===== config.mk =====
export PLATFORM = sky130hd
export DESIGN_NAME = bounce_gen
export DESIGN_NICKNAME = d
export VERILOG_FILES = /design/src/rtl/bounce_pkg.sv /design/src/rtl/lfsr16.sv /design/src/rtl/bounce_gen.sv
export SDC_FILE = /design/constraint.sdc
export NUM_CORES = 1
export LEC_CHECK = 0
export BUFFER_PORTS_ARGS = -buffer_cell sky130_fd_sc_hd__clkbuf_2
export CORE_MARGIN = 3
export CORE_UTILIZATION = 60
export CTS_CLUSTER_DIAMETER = 200
export DETAILED_ROUTE_END_ITERATION = 10
export GPL_ROUTABILITY_DRIVEN = 0
export PLACE_DENSITY_LB_ADDON = 0.25
export SLEW_MARGIN = 30
export SYNTH_ARGS = -nofsm -noshare
export SYNTH_HDL_FRONTEND = slang
export SYNTH_SLANG_ARGS = --single-unit

===== constraint.sdc =====
create_clock -name CLK_100M -period 2.9 [get_ports CLK_100M]
set_clock_uncertainty 0.2 [all_clocks]
set_input_delay 0.29 -clock CLK_100M [delete_from_list [all_inputs] [get_ports CLK_100M]]
set_output_delay 0.29 -clock CLK_100M [all_outputs]
set_load 0.05 [all_outputs]

===== src/rtl/bounce_pkg.sv =====
// Shared types and constants for the bouncy-switch emulator: FSM states,
// LFSR geometry and the gap arithmetic used to space the bounce toggles.
package bounce_pkg;

  typedef enum logic [1:0] {
    IDLE   = 2'd0,
    BOUNCE = 2'd1,
    SETTLE = 2'd2
  } state_e;

  localparam int              LFSR_W    = 16;
  localparam logic [15:0]     LFSR_SEED = 16'hACE1;
  // Taps 16,14,13,11 expressed as bit positions 15,13,12,10.
  localparam logic [15:0]     LFSR_TAPS = 16'hB400;
  localparam int              GAP_W     = 17;

  // 17-bit sum so MIN_GAP plus the largest masked addend never wraps.
  function automatic logic [GAP_W-1:0] gap_value(input logic [15:0] min_gap,
                                                 input logic [15:0] mask,
                                                 input logic [15:0] rnd);
    return {1'b0, min_gap} + {1'b0, rnd & mask};
  endfunction

endpackage


===== src/rtl/lfsr16.sv =====
// 16-bit Fibonacci LFSR that advances every cycle; supplies the random
// addend for bounce gaps.
module lfsr16
  import bounce_pkg::*;
(
  input  logic        clk,
  input  logic        rst_n,
  output logic [15:0] q
);

  logic [LFSR_W-1:0] lfsr_q;
  logic              fb_d;

  assign fb_d = ^(lfsr_q & LFSR_TAPS);

  always_ff @(posedge clk or negedge rst_n) begin
    if (!rst_n) begin
      lfsr_q <= LFSR_SEED;
    end else begin
      lfsr_q <= {lfsr_q[LFSR_W-2:0], fb_d};
    end
  end

  assign q = lfsr_q;

endmodule


===== src/rtl/bounce_gen.sv =====
// Emulates a bouncy mechanical switch: each requested level change becomes an
// odd burst of spaced toggles followed by a stable hold. Build option:
// BOUNCE_GEN_LFSR_EN adds an LFSR-randomised addend to every toggle gap.
module bounce_gen
  import bounce_pkg::*;
#(
  parameter int          BOUNCE_CNT = 3,
  parameter int          MIN_GAP    = 1000,
  parameter logic [15:0] GAP_MASK   = 16'h0FFF,
  parameter int          SETTLE_CYC = 5000
) (
  input  logic CLK_100M,
  input  logic RST_N,
  input  logic cmd_level,
  output logic sw_out,
  output logic busy,
  output logic done_tick
);

  localparam int          NUM_TOG   = 2 * BOUNCE_CNT + 1;
  localparam int          TOG_W     = $clog2(NUM_TOG + 1);
  localparam int          SET_W     = $clog2(SETTLE_CYC + 1);
  localparam logic [15:0] MIN_GAP_V = 16'(MIN_GAP);

  state_e             state_q;
  logic               target_q;
  logic               sw_q;
  logic               busy_q;
  logic               done_q;
  logic [TOG_W-1:0]   toggles_q;
  logic [GAP_W-1:0]   gap_q;
  logic [SET_W-1:0]   settle_q;
  logic [GAP_W-1:0]   gap_d;

`ifdef BOUNCE_GEN_LFSR_EN
  logic [15:0] lfsr_q;

  lfsr16 u_lfsr (
    .clk   (CLK_100M),
    .rst_n (RST_N),
    .q     (lfsr_q)
  );

  assign gap_d = gap_value(MIN_GAP_V, GAP_MASK, lfsr_q);
`else
  assign gap_d = gap_value(MIN_GAP_V, GAP_MASK, 16'h0000);
`endif

  always_ff @(posedge CLK_100M or negedge RST_N) begin
    if (!RST_N) begin
      state_q   <= IDLE;
      target_q  <= 1'b0;
      sw_q      <= 1'b0;
      busy_q    <= 1'b0;
      done_q    <= 1'b0;
      toggles_q <= '0;
      gap_q     <= '0;
      settle_q  <= '0;
    end else begin
      done_q <= 1'b0;
      case (state_q)
        IDLE: begin
          if (cmd_level != sw_q) begin
            target_q  <= cmd_level;
            toggles_q <= TOG_W'(NUM_TOG);
            gap_q     <= gap_d;
            busy_q    <= 1'b1;
            state_q   <= BOUNCE;
          end
        end
        BOUNCE: begin
          if (gap_q == GAP_W'(1)) begin
            // The last toggle lands on the target by construction (odd count).
            sw_q      <= (toggles_q == TOG_W'(1)) ? target_q : ~sw_q;
            toggles_q <= toggles_q - TOG_W'(1);
            gap_q     <= gap_d;
            if (toggles_q == TOG_W'(1)) begin
              settle_q <= SET_W'(SETTLE_CYC);
              state_q  <= SETTLE;
            end
          end else begin
            gap_q <= gap_q - GAP_W'(1);
          end
        end
        SETTLE: begin
          if (settle_q == SET_W'(1)) begin
            done_q  <= 1'b1;
            busy_q  <= 1'b0;
            state_q <= IDLE;
          end else begin
            settle_q <= settle_q - SET_W'(1);
          end
        end
        default: begin
          state_q <= IDLE;
        end
      endcase
    end
  end

  assign sw_out    = sw_q;
  assign busy      = busy_q;
  assign done_tick = done_q;

endmodule


# After elaboration in Yosys (flattened, before gate mapping)
# Cells that the tools add are included.
totals:
  reg_bits: 39
  output_inout_bits: 3
  wordCells: 55
classes:
  add_sub_neg: 3
  n_eq_ne: 11
  n_mux: 21
  bitwise_logic: 1
  reduce_logical: 11
ops:
  columns: ["op", "count"]
  rows:
  - ["2-to-1 mux 13 bit", 3]
  - ["2-to-1 mux 17 bit", 2]
  - ["case mux 17 bit (2 select lines)", 1]
  - ["case mux 13 bit (2 select lines)", 1]
  - ["equality test 17 x 1 -> 1 bit (second input constant)", 1]
  - ["subtractor 17 x 1 -> 17 bit (second input constant)", 1]
  - ["equality test 13 x 1 -> 1 bit (second input constant)", 1]
  - ["subtractor 13 x 1 -> 13 bit (second input constant)", 1]
  - ["!= test 2 bit (second input constant)", 5]
  - ["2-to-1 mux 2 bit", 4]
  - ["AND reduction 4 bit", 2]
  - ["2-to-1 mux 3 bit", 2]
  - ["case mux 2 bit (3 select lines)", 1]
  - ["case mux 3 bit (2 select lines)", 1]
  - ["AND reduction 2 bit", 3]
  - ["AND reduction 3 bit", 2]
  - ["nonzero test 2 bit", 3]
  - ["2-to-1 mux 1 bit", 5]
  - ["equality test 3 x 1 -> 1 bit (second input constant)", 1]
  - ["subtractor 3 x 1 -> 3 bit (second input constant)", 1]
  - ["equality test 2 x 1 -> 1 bit (second input constant)", 1]
  - ["equality test 2 bit (second input constant)", 1]
  - ["logical NOT 2 bit", 1]
  - ["case mux 1 bit (2 select lines)", 1]
  - ["2 further kinds", 2]

# Longest topological paths before layout
logic_depth:
  word_depth: 4
  ltp_mapped: 7

# Least setup slack after synthesis
# OpenSTA, ideal clock, no wires.
synth_path:
  path_type: "register -> register"
  start: "register sw_q, in the netlist sw_out"
  end: "register gap_q[10]"
  setup_ns: 0.078
  arrival_time_ns: 1.781
  setup_slack_ns: 0.841
  stages_incl_launch_ff: 5
  n_path_buf: 0
  cell_sequence: "dfrtp_1 > xor2_2 > o2111ai_4 > or4_1 > a21oi_1"
synth_between:
  elab_chain_cells: 3
synth_rtl:
  columns: ["item", "line_no", "text"]
  rows:
  - ["start, declared", "bounce_gen.sv:27", "logic sw_q;"]
  - ["start signal, assigned", "bounce_gen.sv:74", "sw_q <= (toggles_q == TOG_W'(1)) ? target_q : ~sw_q;"]
  - ["!= test 1 bit", "bounce_gen.sv:63", "if (cmd_level != sw_q) begin"]
  - ["!= test 2 bit (no source line)", null, null]
  - ["AND reduction 2 bit (no source line)", null, null]
  - ["end signal, assigned", "bounce_gen.sv:66", "gap_q <= gap_d;"]
  - ["end signal, assigned", "bounce_gen.sv:76", "gap_q <= gap_d;"]
  - ["end signal, assigned", "bounce_gen.sv:82", "gap_q <= gap_q - GAP_W'(1);"]
  - ["end, declared", "bounce_gen.sv:31", "logic [GAP_W-1:0] gap_q;"]
# Every way passes these cells.
# A chain may end at the register's enable or synchronous reset.

# Worst setup path after layout
layout_path:
  start: "register gap_q[1]"
  end: "register gap_q[2]"
layout_between:
  elab_chain_cells: 3
layout_rtl:
  columns: ["item", "line_no", "text"]
  rows:
  - ["subtractor 17 x 1 -> 17 bit or equality test 17 x 1 -> 1 bit (tied branches)", "bounce_gen.sv:82, bounce_gen.sv:72", null]
  - ["2-to-1 mux 17 bit (*)", "bounce_gen.sv:72", "if (gap_q == GAP_W'(1)) begin"]
  - ["case mux 17 bit (2 select lines) (*)", "bounce_gen.sv:61", "case (state_q)"]
# Every way passes the cells marked *; elsewhere a longest branch is shown, timed or not.

==> results by group <==
Global route
  • Initial antenna violation count: 0
  • All-Layer GR Usage: 25.41%
  • Global-route wire length before repair: around 8.6 mm
  • Vias in the first global route: 1,910
  • Grt ovf: 0
  • Largest net degree at the start of global routing: 40

Route
  • Vias per cell: 6.745
  • Starting DRT DRC Count: 242
  • Post-route ant nets: 0
  • Residual DRC: 0
  • DRT Pass-1 Iters: 4
  • Via count: ~1.9k
  • Detailed Route WL: 4.944 mm
  • Average routed wire per standard cell: roughly 18 um

Placement
  • Dpl hpwl: 3.563 mm
  • Port Buffers: 5
  • Pre-CTS setup slack: 0.3994 ns

Logic synthesis
  • Yosys reg bits: 39
  • Post-Synthesis Cell Area: ~0.0022 mm2
  • Syn_nets: 230
  • FFs w/ async S/R, synth: 100.0%
  • Top FF cell, synth: dfrtp_1
  • Post-synth EDFFs: 0
  • Synthesized area per cell: 9.942 um2
  • Warnings from Yosys: 0
  • Synth cell types: 53
  • Syn Inst Count: 221
  • Sequential share of the synthesized area: 44.42%

Clock network
  • CTS clk-pin slew, worst paths: 0.07 ns
  • Clock latency on the worst-skew pair: 0.28 ns
  • TritonCTS clock tree: built
  • CTS root buf: clkbuf_8
  • TritonCTS buffer count: 5
  • Max Buffers Root-to-Sink: 2
  • Clk sink count: 39
  • CTS H-tree lvls: 2
  • Cts-stage hold buffer count: 1
  • Resize count post-CTS: 0
  • Post-CTS Setup Inserts: 0

Floorplanning
  • Number of top-level pins: 6
  • DIE WIDTH: approximately 67 um
  • Total core area: 0.003442 mm2
  • Die area: 0.004424 mm2
  • Chip Height: 66.52 um
  • Initial Utilization: 63.83%
  • Floorplan row count: 21

Setup path
  • Startpoint Class: flip-flop
  • Setup Crit Path Kind: flip-flop to flip-flop
  • CP Cell Sequence: inv_1 > ha_1 > nor4b_1 > nand4_2 > o21ai_1 > nor2_1
  • Arr. time, crit path: 2.50 ns
  • Reg-to-reg critical path startpoint: gap_q[1]$_DFFE_PN0P_
  • CP max-delay cell: o21ai_1
  • Worst path max stage delay: 0.51 ns
  • CP Buf/Inv Count: 1
  • Worst-path fanout max: 16
  • Reg2reg path depth: 6
  • Critical Path Sink Type: flip-flop
  • CP top delay family: simple AND/OR/NAND/NOR gates
  • CP required: ~2.9 ns
  • Reg-to-Reg End: gap_q[2]$_DFFE_PN0P_
  • R2r setup slk: around 0.35 ns

Timing
  • Slew margin rel.: 41.87%
  • RSZ-0062 raised after global routing: false
  • Final min period: 2.546 ns
  • Final setup viols: 0
  • Final worst slack: 0.3539 ns
  • Final Max Tran Viols: 0
  • Worst-Margin Slew: 0.8719 ns
  • Max Freq: about 0.39 GHz
  • Fin crit share: approximately 90%
  • Setup TNS: 0 ns
  • Final hold vios: 0

Min path
  • Hold_sp: cmd_level
  • Hold depth: 3
  • Worst hold path class: primary input to flip-flop
  • WHS Endpoint: target_q$_DFFE_PN0P_

Power
  • Leak: 0.9806 nW
  • Pwr Density: 380.0 mW/mm2
  • VDD IR-drop max: 0.2568 mV

Run
  • Max Cap Viol: 0

Run status
  • Status: finished, final reports clean

Finish
  • Layout cell share with drive strength beyond 1: 13.10%
  • Nets: 239
  • Ant diodes: 0
  • Fin util: 68.23%
  • Layout area overhead: 6.891%
worst max path at each step:
stage                            endpoint  cells past startpoint  slack [ns]                 start
floorplan           gap_q[10]$_DFFE_PN0P_                      4        0.84    sw_out$_DFFE_PN0P_
global placement     gap_q[2]$_DFFE_PN0P_                      6        0.58  gap_q[1]$_DFFE_PN0P_
detailed placement   gap_q[4]$_DFFE_PN0P_                      6        0.40  gap_q[1]$_DFFE_PN0P_
CTS                  gap_q[4]$_DFFE_PN0P_                      6        0.39  gap_q[1]$_DFFE_PN0P_
global route         gap_q[4]$_DFFE_PN0P_                      6        0.10  gap_q[1]$_DFFE_PN0P_
finish               gap_q[2]$_DFFE_PN0P_                      6        0.35  gap_q[1]$_DFFE_PN0P_
sequential cells by signal, summed over array words and instances (netlist names):
signal and count:
gap_q 17, settle_q 13, toggles_q 3, state_q 2, busy 1, done_tick 1
sw_out 1, target_q 1
logic make-up after synthesis:
group | synth area share, %
simple gates | 25.68
compound gates | 18.28
flops | 44.42
buf+inv | 3.531
fa+ha+maj | 3.417
xor+xnor | 2.335
mux | 2.335
cell usage in the layout (no fill, tap or decap), types with 6 or more instances in the layout:
cell type,n
nand2_1,17
a21oi_1,12
dfrtp_1,39
ha_1,6
o21ai_0,9
inv_1,13
o31ai_1,8
or4_1,9
nor2_1,12
nand3_1,7
or3_1,6
cell usage after synthesis (all sizes together), types with 3 or more instances:
cell	number	area [um2]
o22ai	3	18.77
ha	6	75.07
or3	7	45.05
nor2b	3	18.77
inv	13	48.80
nor2	13	51.30
a21oi	13	68.82
buf	4	20.02
nand3	7	35.03
nand4	6	50.04
and4	3	27.53
o31ai	8	60.06
o21ai	12	63.81
or4	9	67.56
o211ai	5	37.54
a31oi	4	25.02
xor2	5	51.30
dfrtp	39	975.9
mux2i	4	40.04
nor4	8	86.33
and2	3	18.77
nand2	17	63.81
nor4b	3	26.28
metal layers:
metal / track usage [%] / wire [um] / vias to the layer above
met2: 43.37 / 2535 / 73
met4: 9.645 / 78 / 0
met5: 0 / 0 / -
li1: - / - / 849
met1: 31.77 / 2070 / 922
met3: 4.722 / 261 / 11
worst reg2reg max path: stages (launching register included):
cell	delay, ns
dfrtp_1	0.38
inv_1	0.10
ha_1	0.16
nor4b_1	0.46
nand4_2	0.50
o21ai_1	0.52
nor2_1	0.10
through the flow:
step                power [mW]  hold WS [ns]  cell area [um2]  instances
floorplan               0.5569       -0.2056             2197        221
global placement        0.5690        0.2603             2266        268
detailed placement      0.5698        0.2816             2266        268
CTS                     0.8977        0.1246             2349        275
global route            0.9239        0.1597             2349        275
finish                  0.8925        0.1333             2349        275
where the power goes:
| part | leakage, nW | internal (mW) | total, mW | switching, mW |
|---|---|---|---|---|
| combinational | 0.476 | 0.00257 | 0.0163 | 0.0138 |
| sequential | 0.468 | 0.544 | 0.544 | 0.0000000000709 |
| clock | 0.0371 | 0.160 | 0.332 | 0.172 |
final cells by class:
type	instances	area (um2)
multi-input cells	163	1144
fillers	274	1094
flip-flops and latches	39	975.9
clock buffers	6	72.57
well taps	46	57.56
repair buffers	8	50.05
inverters	13	48.80
(Power assumes the default switching activity.)
